$ cat config.mk
export PLATFORM = sky130hd
export DESIGN_NAME = tmds_encoder_mc
export DESIGN_NICKNAME = d
export VERILOG_FILES = /design/src/rtl/tmds_pkg.sv /design/src/rtl/tmds_lane_enc.sv /design/src/rtl/tmds_encoder_mc.sv
export SDC_FILE = /design/constraint.sdc
export NUM_CORES = 1
export LEC_CHECK = 0
export ABC_CLOCK_PERIOD_IN_PS = 3300
export CAP_MARGIN = 40
export CORE_MARGIN = 2
export CORE_UTILIZATION = 55
export CTS_BUF_LIST = sky130_fd_sc_hd__clkbuf_2
export DETAILED_ROUTE_END_ITERATION = 6
export GPL_TIMING_DRIVEN = 0
export PLACE_DENSITY = 0.76
export SYNTH_ARGS = -nofsm -noshare
export SYNTH_HDL_FRONTEND = slang
export SYNTH_SLANG_ARGS = --single-unit
$ cat constraint.sdc
create_clock -name iCLK -period 3.3 [get_ports iCLK]
set_clock_uncertainty 0.05 [all_clocks]
set_input_delay 0.33 -clock iCLK [delete_from_list [all_inputs] [get_ports iCLK]]
set_output_delay 0.33 -clock iCLK [all_outputs]
set_load 0.01 [all_outputs]
$ cat src/rtl/tmds_pkg.sv
// Shared types and code tables for the multi-channel TMDS/TERC4 encoder.
package tmds_pkg;

  localparam int unsigned SYM_W  = 10;
  localparam int unsigned BYTE_W = 8;
  localparam int unsigned AUX_W  = 4;
  localparam int unsigned CTL_W  = 2;
  localparam int unsigned DISP_W = 5;
  localparam int DISP_BOUND = 10;

  typedef enum logic [1:0] {
    TMDS_CTL   = 2'd0,
    TMDS_VID   = 2'd1,
    TMDS_TERC4 = 2'd2,
    TMDS_GB    = 2'd3
  } tmds_mode_e;

  localparam logic [SYM_W-1:0] CTL_CODE_0 = 10'b1101010100;
  localparam logic [SYM_W-1:0] CTL_CODE_1 = 10'b0010101011;
  localparam logic [SYM_W-1:0] CTL_CODE_2 = 10'b0101010100;
  localparam logic [SYM_W-1:0] CTL_CODE_3 = 10'b1010101011;

  localparam logic [SYM_W-1:0] TERC4_LUT [16] = '{
    10'b1010011100, 10'b1001100011, 10'b1011100100, 10'b1011100010,
    10'b0101110001, 10'b0100011110, 10'b0110001110, 10'b0100111100,
    10'b1011001100, 10'b0100111001, 10'b0110011100, 10'b1011000110,
    10'b1010001110, 10'b1001110001, 10'b0101100011, 10'b1011000011
  };

  function automatic logic [SYM_W-1:0] ctl_code(input logic [CTL_W-1:0] c);
    logic [SYM_W-1:0] s;
    case (c)
      2'd0:    s = CTL_CODE_0;
      2'd1:    s = CTL_CODE_1;
      2'd2:    s = CTL_CODE_2;
      default: s = CTL_CODE_3;
    endcase
    return s;
  endfunction

endpackage

$ cat src/rtl/tmds_lane_enc.sv
// One TMDS lane: stage 1 transition-minimising, stage 2 mode decode and DC balance.
// With TMDS_DISP_MON_EN defined the running disparity is exported on disp.
module tmds_lane_enc
  import tmds_pkg::*;
#(
  parameter int unsigned LANE_IDX     = 0,
  parameter logic [9:0]  GB_ODD_CODE  = 10'b0100110011,
  parameter logic [9:0]  GB_EVEN_CODE = 10'b1011001100
) (
  input  logic              clk,
  input  logic              rst_n,
  input  logic              ce,
  input  tmds_mode_e        mode,
  input  logic [CTL_W-1:0]  ctl,
  input  logic [BYTE_W-1:0] data,
  input  logic [AUX_W-1:0]  aux,
  output logic [SYM_W-1:0]  sym_q
`ifdef TMDS_DISP_MON_EN
  ,
  output logic [DISP_W-1:0] disp
`endif
);

  localparam logic [SYM_W-1:0] GB_CODE = (LANE_IDX % 2 == 0) ? GB_EVEN_CODE : GB_ODD_CODE;

  logic [8:0]        qm_d, qm_q;
  logic [3:0]        n1_d, n1_q, n0_d, n0_q, n1_data;
  logic              use_xnor;
  tmds_mode_e        mode_q;
  logic [CTL_W-1:0]  ctl_q;
  logic [AUX_W-1:0]  aux_q;
  logic [SYM_W-1:0]  sym_d;
  logic [DISP_W-1:0] cnt_d, cnt_q, n1s, n0s;

  // Stage 1: XOR/XNOR chain and ones count of the chained byte
  always_comb begin
    n1_data = '0;
    for (int i = 0; i < 8; i++) n1_data = n1_data + 4'(data[i]);
    use_xnor = (n1_data > 4'd4) || ((n1_data == 4'd4) && !data[0]);
    qm_d = '0;
    qm_d[0] = data[0];
    for (int i = 1; i < 8; i++)
      qm_d[i] = use_xnor ? ~(qm_d[i-1] ^ data[i]) : (qm_d[i-1] ^ data[i]);
    qm_d[8] = ~use_xnor;
    n1_d = '0;
    for (int i = 0; i < 8; i++) n1_d = n1_d + 4'(qm_d[i]);
    n0_d = 4'd8 - n1_d;
  end

  always_ff @(posedge clk or negedge rst_n) begin
    if (!rst_n) begin
      qm_q   <= '0;
      n1_q   <= '0;
      n0_q   <= '0;
      mode_q <= TMDS_CTL;
      ctl_q  <= '0;
      aux_q  <= '0;
    end else if (ce) begin
      qm_q   <= qm_d;
      n1_q   <= n1_d;
      n0_q   <= n0_d;
      mode_q <= mode;
      ctl_q  <= ctl;
      aux_q  <= aux;
    end
  end

  // Stage 2: symbol select; non-video modes restart the disparity at zero
  always_comb begin
    sym_d = sym_q;
    cnt_d = cnt_q;
    n1s   = {1'b0, n1_q};
    n0s   = {1'b0, n0_q};
    if (ce) begin
      case (mode_q)
        TMDS_CTL: begin
          sym_d = ctl_code(ctl_q);
          cnt_d = '0;
        end
        TMDS_TERC4: begin
          sym_d = TERC4_LUT[aux_q];
          cnt_d = '0;
        end
        TMDS_GB: begin
          sym_d = GB_CODE;
          cnt_d = '0;
        end
        TMDS_VID: begin
          if ((cnt_q == '0) || (n1_q == n0_q)) begin
            if (qm_q[8]) begin
              sym_d = {2'b01, qm_q[7:0]};
              cnt_d = cnt_q + n1s - n0s;
            end else begin
              sym_d = {2'b10, ~qm_q[7:0]};
              cnt_d = cnt_q + n0s - n1s;
            end
          end else if ((!cnt_q[4] && (n1_q > n0_q)) || (cnt_q[4] && (n1_q < n0_q))) begin
            sym_d = {1'b1, qm_q[8], ~qm_q[7:0]};
            cnt_d = cnt_q + {3'b000, qm_q[8], 1'b0} + n0s - n1s;
          end else begin
            sym_d = {1'b0, qm_q};
            cnt_d = cnt_q + n1s - n0s - {3'b000, ~qm_q[8], 1'b0};
          end
        end
        default: begin
          sym_d = sym_q;
          cnt_d = cnt_q;
        end
      endcase
    end
  end

  always_ff @(posedge clk or negedge rst_n) begin
    if (!rst_n) begin
      sym_q <= CTL_CODE_0;
      cnt_q <= '0;
    end else begin
      sym_q <= sym_d;
      cnt_q <= cnt_d;
    end
  end

`ifdef TMDS_DISP_MON_EN
  assign disp = cnt_q;
`endif

endmodule

$ cat src/rtl/tmds_encoder_mc.sv
// Multi-channel TMDS/TERC4 encoder, CHANNELS lanes in lock-step, 2 enabled cycles latency.
// Optional TMDS_DISP_MON_EN adds oDISP/oDISP_ERR disparity monitoring.
module tmds_encoder_mc
  import tmds_pkg::*;
#(
  parameter int unsigned CHANNELS     = 3,
  parameter logic [9:0]  GB_ODD_CODE  = 10'b0100110011,
  parameter logic [9:0]  GB_EVEN_CODE = 10'b1011001100
) (
  input  logic                         iCLK,
  input  logic                         iRESETn,
  input  logic                         iCE,
  input  logic [1:0]                   iMODE,
  input  logic [CTL_W*CHANNELS-1:0]    iCTL,
  input  logic [BYTE_W*CHANNELS-1:0]   iDATA,
  input  logic [AUX_W*CHANNELS-1:0]    iAUX,
  output logic [SYM_W*CHANNELS-1:0]    oDATA,
  output logic                         oVALID
`ifdef TMDS_DISP_MON_EN
  ,
  output logic [DISP_W*CHANNELS-1:0]   oDISP,
  output logic                         oDISP_ERR
`endif
);

  logic v1_d, v1_q, valid_d, valid_q;

  // Valid follows the two-stage pipeline fill after reset
  always_comb begin
    v1_d    = v1_q;
    valid_d = valid_q;
    if (iCE) begin
      v1_d    = 1'b1;
      valid_d = v1_q;
    end
  end

  always_ff @(posedge iCLK or negedge iRESETn) begin
    if (!iRESETn) begin
      v1_q    <= 1'b0;
      valid_q <= 1'b0;
    end else begin
      v1_q    <= v1_d;
      valid_q <= valid_d;
    end
  end

  assign oVALID = valid_q;

`ifdef TMDS_DISP_MON_EN
  logic [DISP_W-1:0] disp_w [CHANNELS];
`endif

  for (genvar g = 0; g < CHANNELS; g++) begin : g_lane
    tmds_lane_enc #(
      .LANE_IDX     (g),
      .GB_ODD_CODE  (GB_ODD_CODE),
      .GB_EVEN_CODE (GB_EVEN_CODE)
    ) u_lane (
      .clk   (iCLK),
      .rst_n (iRESETn),
      .ce    (iCE),
      .mode  (tmds_mode_e'(iMODE)),
      .ctl   (iCTL[CTL_W*g +: CTL_W]),
      .data  (iDATA[BYTE_W*g +: BYTE_W]),
      .aux   (iAUX[AUX_W*g +: AUX_W]),
      .sym_q (oDATA[SYM_W*g +: SYM_W])
`ifdef TMDS_DISP_MON_EN
      ,
      .disp  (disp_w[g])
`endif
    );
`ifdef TMDS_DISP_MON_EN
    assign oDISP[DISP_W*g +: DISP_W] = disp_w[g];
`endif
  end

`ifdef TMDS_DISP_MON_EN
  localparam logic signed [DISP_W-1:0] DISP_MAX = DISP_W'(DISP_BOUND);

  logic err_d, err_q;

  // Sticky out-of-bound flag across all lanes
  always_comb begin
    err_d = err_q;
    for (int n = 0; n < int'(CHANNELS); n++)
      if (($signed(disp_w[n]) > DISP_MAX) || ($signed(disp_w[n]) < -DISP_MAX)) err_d = 1'b1;
  end

  always_ff @(posedge iCLK or negedge iRESETn) begin
    if (!iRESETn) err_q <= 1'b0;
    else          err_q <= err_d;
  end

  assign oDISP_ERR = err_q;
`endif

endmodule

# After elaboration in Yosys (flattened, before gate mapping)
# Memories as Yosys holds them, arrays and structs flattened.
# Index checks and enable logic that the tools add are counted.
# totals
romBits	480
n_memories	3
ff_bits	118
inputBits	47
elab_cells	263
# op_classes
n_bitwise	54
order_cmp	12
add_sub_neg	69
mux	54
eq_ne	15
n_reduce_logical	32
# memory_table
name	depth	word_bits	read_ports	rd_clocked_by_memory_dff	write_ports	line	source
(name not given)	16	10	1	0	0	tmds_lane_enc.sv:81	sym_d = TERC4_LUT[aux_q];
(name not given)	16	10	1	0	0	tmds_lane_enc.sv:81	
(name not given)	16	10	1	0	0	tmds_lane_enc.sv:81	
# op_table
operator	count
$mux 10	15
$add 4x1->4	36
$pmux 10 s4	3
$pmux 10 s3	3
$add 5x4->5	9
$mux 5	9
$sub 5x4->5	9
$pmux 5 s2	3
$not 1->1	27
$not 8->8	3
$mux 1	21
$xor 1x1->1	21
$add 5x2->5	3
$ge 5x5->1 const B	3
$logic_not 5->1	3
$not 4->5	3
$sub 5x2->5	3
$add 1x1->2	6
$eq 4x3->1 const B	3
$eq 4x4->1	3
$gt 4x3->1 const B	3
$gt 4x4->1	3
$lt 4x4->1	3
$sub 4x4->4 const A	3
other kinds (7)	38

# Depth between registers and ports, before layout
# depth
depth_word	31
depth_mapped	24
mapped_depth_nobuf	24

# Hierarchy
# Synthesis repeated with hierarchy kept, for this count alone.
# hier_totals
hier_cells	1199
hier_area_um2	10837.9
# by_module_without_submodules
mod	area_each_um2	instances	cells_each
tmds_lane_enc at g_lane[2].u_lane	3627.2	1	408
tmds_lane_enc at g_lane[1].u_lane	3589.7	1	396
tmds_lane_enc at g_lane[0].u_lane	3549.7	1	391
tmds_encoder_mc	71.3	1	4

# Worst setup path before layout
# OpenSTA, ideal clock, no wires.
# synth_path
path_type	in2reg
from	input iDATA[0]
to	register g_lane[0].u_lane.n0_q[2]
setup_ps	132
required_ps	3118
path_buffers	0
stages	23
slack_ps	-2885
arrival_time_ps	6003
cell_sequence	ha_1 inv_1 fa_1 fa_1 inv_1 fa_1 fa_1 nor3b_1 o21ai_0 a21oi_1 xnor2_1 ha_1 inv_1 fa_1 inv_1 fa_1 fa_1 inv_1 fa_1 ha_1 xnor2_1 nand2_1 o21ai_0
# synth_via
elab_chain_len	31
elab_cells_between_ends	41
cone_classes	add/sub (15); order compare (1); eq/ne (1); mux (7); bitwise (14); reduce/logical (3)
# synth_rtl
item	line	source
start, declared	tmds_encoder_mc.sv:15	input logic [BYTE_W*CHANNELS-1:0] iDATA,
parallel branches: the longest is 10 deep, another holds $add 4x1->4	n/a	
$mux 1 *	tmds_lane_enc.sv:43	qm_d[i] = use_xnor ? ~(qm_d[i-1] ^ data[i]) : (qm_d[i-1] ^ data[i]);
net g_lane[0].u_lane.qm_d[1]	tmds_lane_enc.sv:26	logic [8:0] qm_d, qm_q;
parallel branches: the longest is 18 deep, another holds $add 4x1->4	n/a	
$add 4x1->4 *	tmds_lane_enc.sv:46	for (int i = 0; i < 8; i++) n1_d = n1_d + 4'(qm_d[i]);
$sub 4x4->4 *	tmds_lane_enc.sv:47	n0_d = 4'd8 - n1_d;
end signal, assigned	tmds_lane_enc.sv:61	n0_q <= n0_d;
end, declared	tmds_lane_enc.sv:27	logic [3:0] n1_d, n1_q, n0_d, n0_q, n1_data;
# Mark *: on every way through the listed nets, which the timed path passes.
# A chain may end at the register's enable or synchronous reset.

# Worst setup path after layout
# layout_path
from	input iDATA[0]
to	register g_lane[0].u_lane.n0_q[3]
# Same word-level chain as after synthesis.

==> results.cfg <==
[drt]
dr.pass1.iters = 6
ant_nets = 0
wl_um = 30930
route.detailed.drc = 0
wire_per_inst_um = 19.86
via_per_inst = 6.029
drt_iter0_markers = 817
vias = 9387

[global_routing]
groute.usage.overall_pct = 31.36
grt_pass1_vias = 9227
antenna_found_initial = 1
grt_first_pass_wirelength_um = 48670
grt_overflow_total = 0
grt_max_degree = 68

[critical_path]
rrSetupSlack_ns = 0.13
crit_arrival_ns = 5.94
cp-end-kind = flip-flop
cp-start-kind = primary input
cp_max_fo = 5
critPathKind = primary input to flip-flop
crit_required_ns = 3.82

[yosys]
syn_inst = 1171
ys_seq_area_share_pct = 27.55
yosys_warnings = 0
synth_nets = 1371
netlist.area_leader.share_pct = 23.80
ys_types = 75
synth_area_um2 = 10510
synth_edf_count = 0
async_flop_share_pct = 100.0
synth_area_leaders = dfrtp_1 24%, ha_1 11%, fa_1 11%
syn_area_per_cell_um2 = 8.979
synth-main-ff-cell = dfrtp_1
yosysMostFrequentCell = inv_1
ys_ff_latch = 115
yosys.area.top_type = dfrtp_1
synthTopCellsByCount = 146 x inv_1, 100 x dfrtp_1, 96 x ha_1

[sta]
drv_slew = 0
period_needed_ns = 5.416
fmax_ghz = 0.1846
max_slew_margin_pct = 35.04
rsz0062_at_grt = yes
hold_violations = 0
tightest_slew_ns = 0.9743
fin_crit_sh_pct = 164.1
fin_ws_ns = -2.116
fin_hold_ws_ns = 0.03704
setup_viol = 22

[final_layout]
nets = 1509
drive_gt1_share_pct = 17.32
fillers = 1496
area_growth_pct = 20.62

[placement]
port_buffers = 76
routabilityCongestion = 0.9450
dpl.hpwl_um = 22970

[floorplan]
initial_core_util_pct = 56.21
die_area_um2 = 20240
ios = 78
core_area_um2 = 18710
num_rows = 50
die_w_um = 142.3
fp.dieH_um = 142.3

[run_status]
violations = negative setup slack
status = finished with violations

[clock_tree]
clock_latency_ns = 0.73
htree_num_levels = 4
clk_path_buf_depth = 2
cts.sinks = 115
cts_buffers = 17
clk_pin_slew_ns = 0.17
cts_root_buf = clkbuf_2
cts_tree = yes

[hold_path]
min_path_type = primary input to asynchronous set/reset pin

[flow_run]
maxCapViolations = 0
-- path summary, 6_finish.rpt --
path,start,endpoint,cells past startpoint
hold / removal,iRESETn,g_lane[1].u_lane.aux_q[1],2
max in group asynchronous,iRESETn,g_lane[1].u_lane.sym_q[6],3
hold reg to reg,v1_q,v1_q,1
min in group iCLK,iDATA[4],g_lane[0].u_lane.qm_q[4],3
setup / recovery,iDATA[0],g_lane[0].u_lane.n0_q[3],23
setup reg to reg,g_lane[1].u_lane.cnt_q[1],g_lane[1].u_lane.cnt_q[2],10
-- critical path, stage by stage --
cell     delay, ns
buf_8         0.10
ha_4          0.26
inv_2         0.03
fa_1          0.45
fa_1          0.51
inv_2         0.04
fa_2          0.35
fa_1          0.46
nor3b_2       0.23
o21ai_1       0.10
a21oi_2       0.21
xnor2_2       0.09
ha_1          0.30
inv_2         0.04
fa_1          0.51
inv_2         0.04
fa_1          0.47
fa_2          0.38
inv_2         0.07
fa_2          0.48
and4b_1       0.21
o21ai_1       0.15
a31oi_1       0.11
-- registers in the layout, indices dropped and copies added, names as in the netlist --
name                  cells
g_lane.u_lane.mode_q      2
g_lane.u_lane.ctl_q       6
oVALID                    1
v1_q                      1
g_lane.u_lane.qm_q       27
g_lane.u_lane.cnt_q      15
g_lane.u_lane.n1_q        9
g_lane.u_lane.aux_q      12
g_lane.u_lane.sym_q      30
g_lane.u_lane.n0_q       12
-- per-stage QoR --
step	setup slack [ns]	cell area [µm²]	cells	util, %	TNS (ns)
after floorplan	-2.490	10680	1171	-	-47.20
after global placement	-3.381	11730	1481	62.72	-358.65
after detailed placement	-3.521	11770	1483	62.94	-79.55
after CTS	-2.225	12420	1540	66.38	-39.13
after global routing	-2.239	12680	1557	67.80	-40.61
final	-2.116	12680	1557	67.80	-37.92
-- routing by layer --
metal	global-route usage, %	share of wire [%]	vias to the layer above
met3	6.561	7.5	68
met5	0	0	-
li1	-	-	4341
met1	41.15	42	4587
met4	13.21	3.6	0
met2	50.70	47	391
-- cell families (layout without fill, tap and decap cells) --
family                   after synthesis  count (layout)  share of synthesized area, %
flip-flops                           115             115                         27.55
buffers and inverters                199             350                         7.283
AND/OR/NAND/NOR                      266             266                         12.09
XOR/XNOR                              70              70                         6.593
other                                  0               1                             0
adder cells (fa/ha/maj)              153             153                         22.28
multiplexers                          41              41                         4.260
AO/OA/AOI/OAI                        327             327                         19.95
-- layout make-up --
cell class,count,area (µm²),share of cell area [%]
Multi-Input combinational cell,857,7256,57.21
Sequential cell,115,2897,22.84
Timing Repair Buffer,119,1135,8.948
Inverter,148,555.5,4.380
Tap cell,234,292.8,2.309
Clock inverter,12,234.0,1.845
Buffer,51,210.2,1.657
Clock buffer,20,100.1,0.7893
Antenna cell,1,2.502,0.01973
-- cells in the final DEF, fill, tap and decap left out, types with 16 or more instances in the layout --
master | synthesis | layout
nor3_1 | 22 | 22
ha_1 | 96 | 90
inv_2 | 1 | 19
dfrtp_1 | 100 | 100
o21ai_0 | 94 | 77
nand2_1 | 67 | 63
a31oi_1 | 21 | 21
xor2_1 | 22 | 20
a21oi_1 | 76 | 68
fa_1 | 57 | 44
xnor2_1 | 39 | 25
clkbuf_2 | 0 | 20
clkbuf_1 | 35 | 35
clkdlybuf4s50_1 | 0 | 63
mux2_2 | 30 | 24
buf_4 | 1 | 37
inv_1 | 146 | 128
nor2_1 | 88 | 88
o21ai_1 | 3 | 16
-- repair_timing --
| action | 4_1_cts | 5_1_grt |
|---|---|---|
| buffers inserted | 41 | 18 |
| endpoints found under the setup margin | 35 | 33 |
| hold endpoints to repair | 107 | 0 |
| pin swaps | 54 | 44 |
| hold buffers | 4 | 0 |
| resized for setup | 69 | 37 |
Power is not shown: default switching activity piles up to over one toggle a cycle in this logic, so the estimate is an artifact.
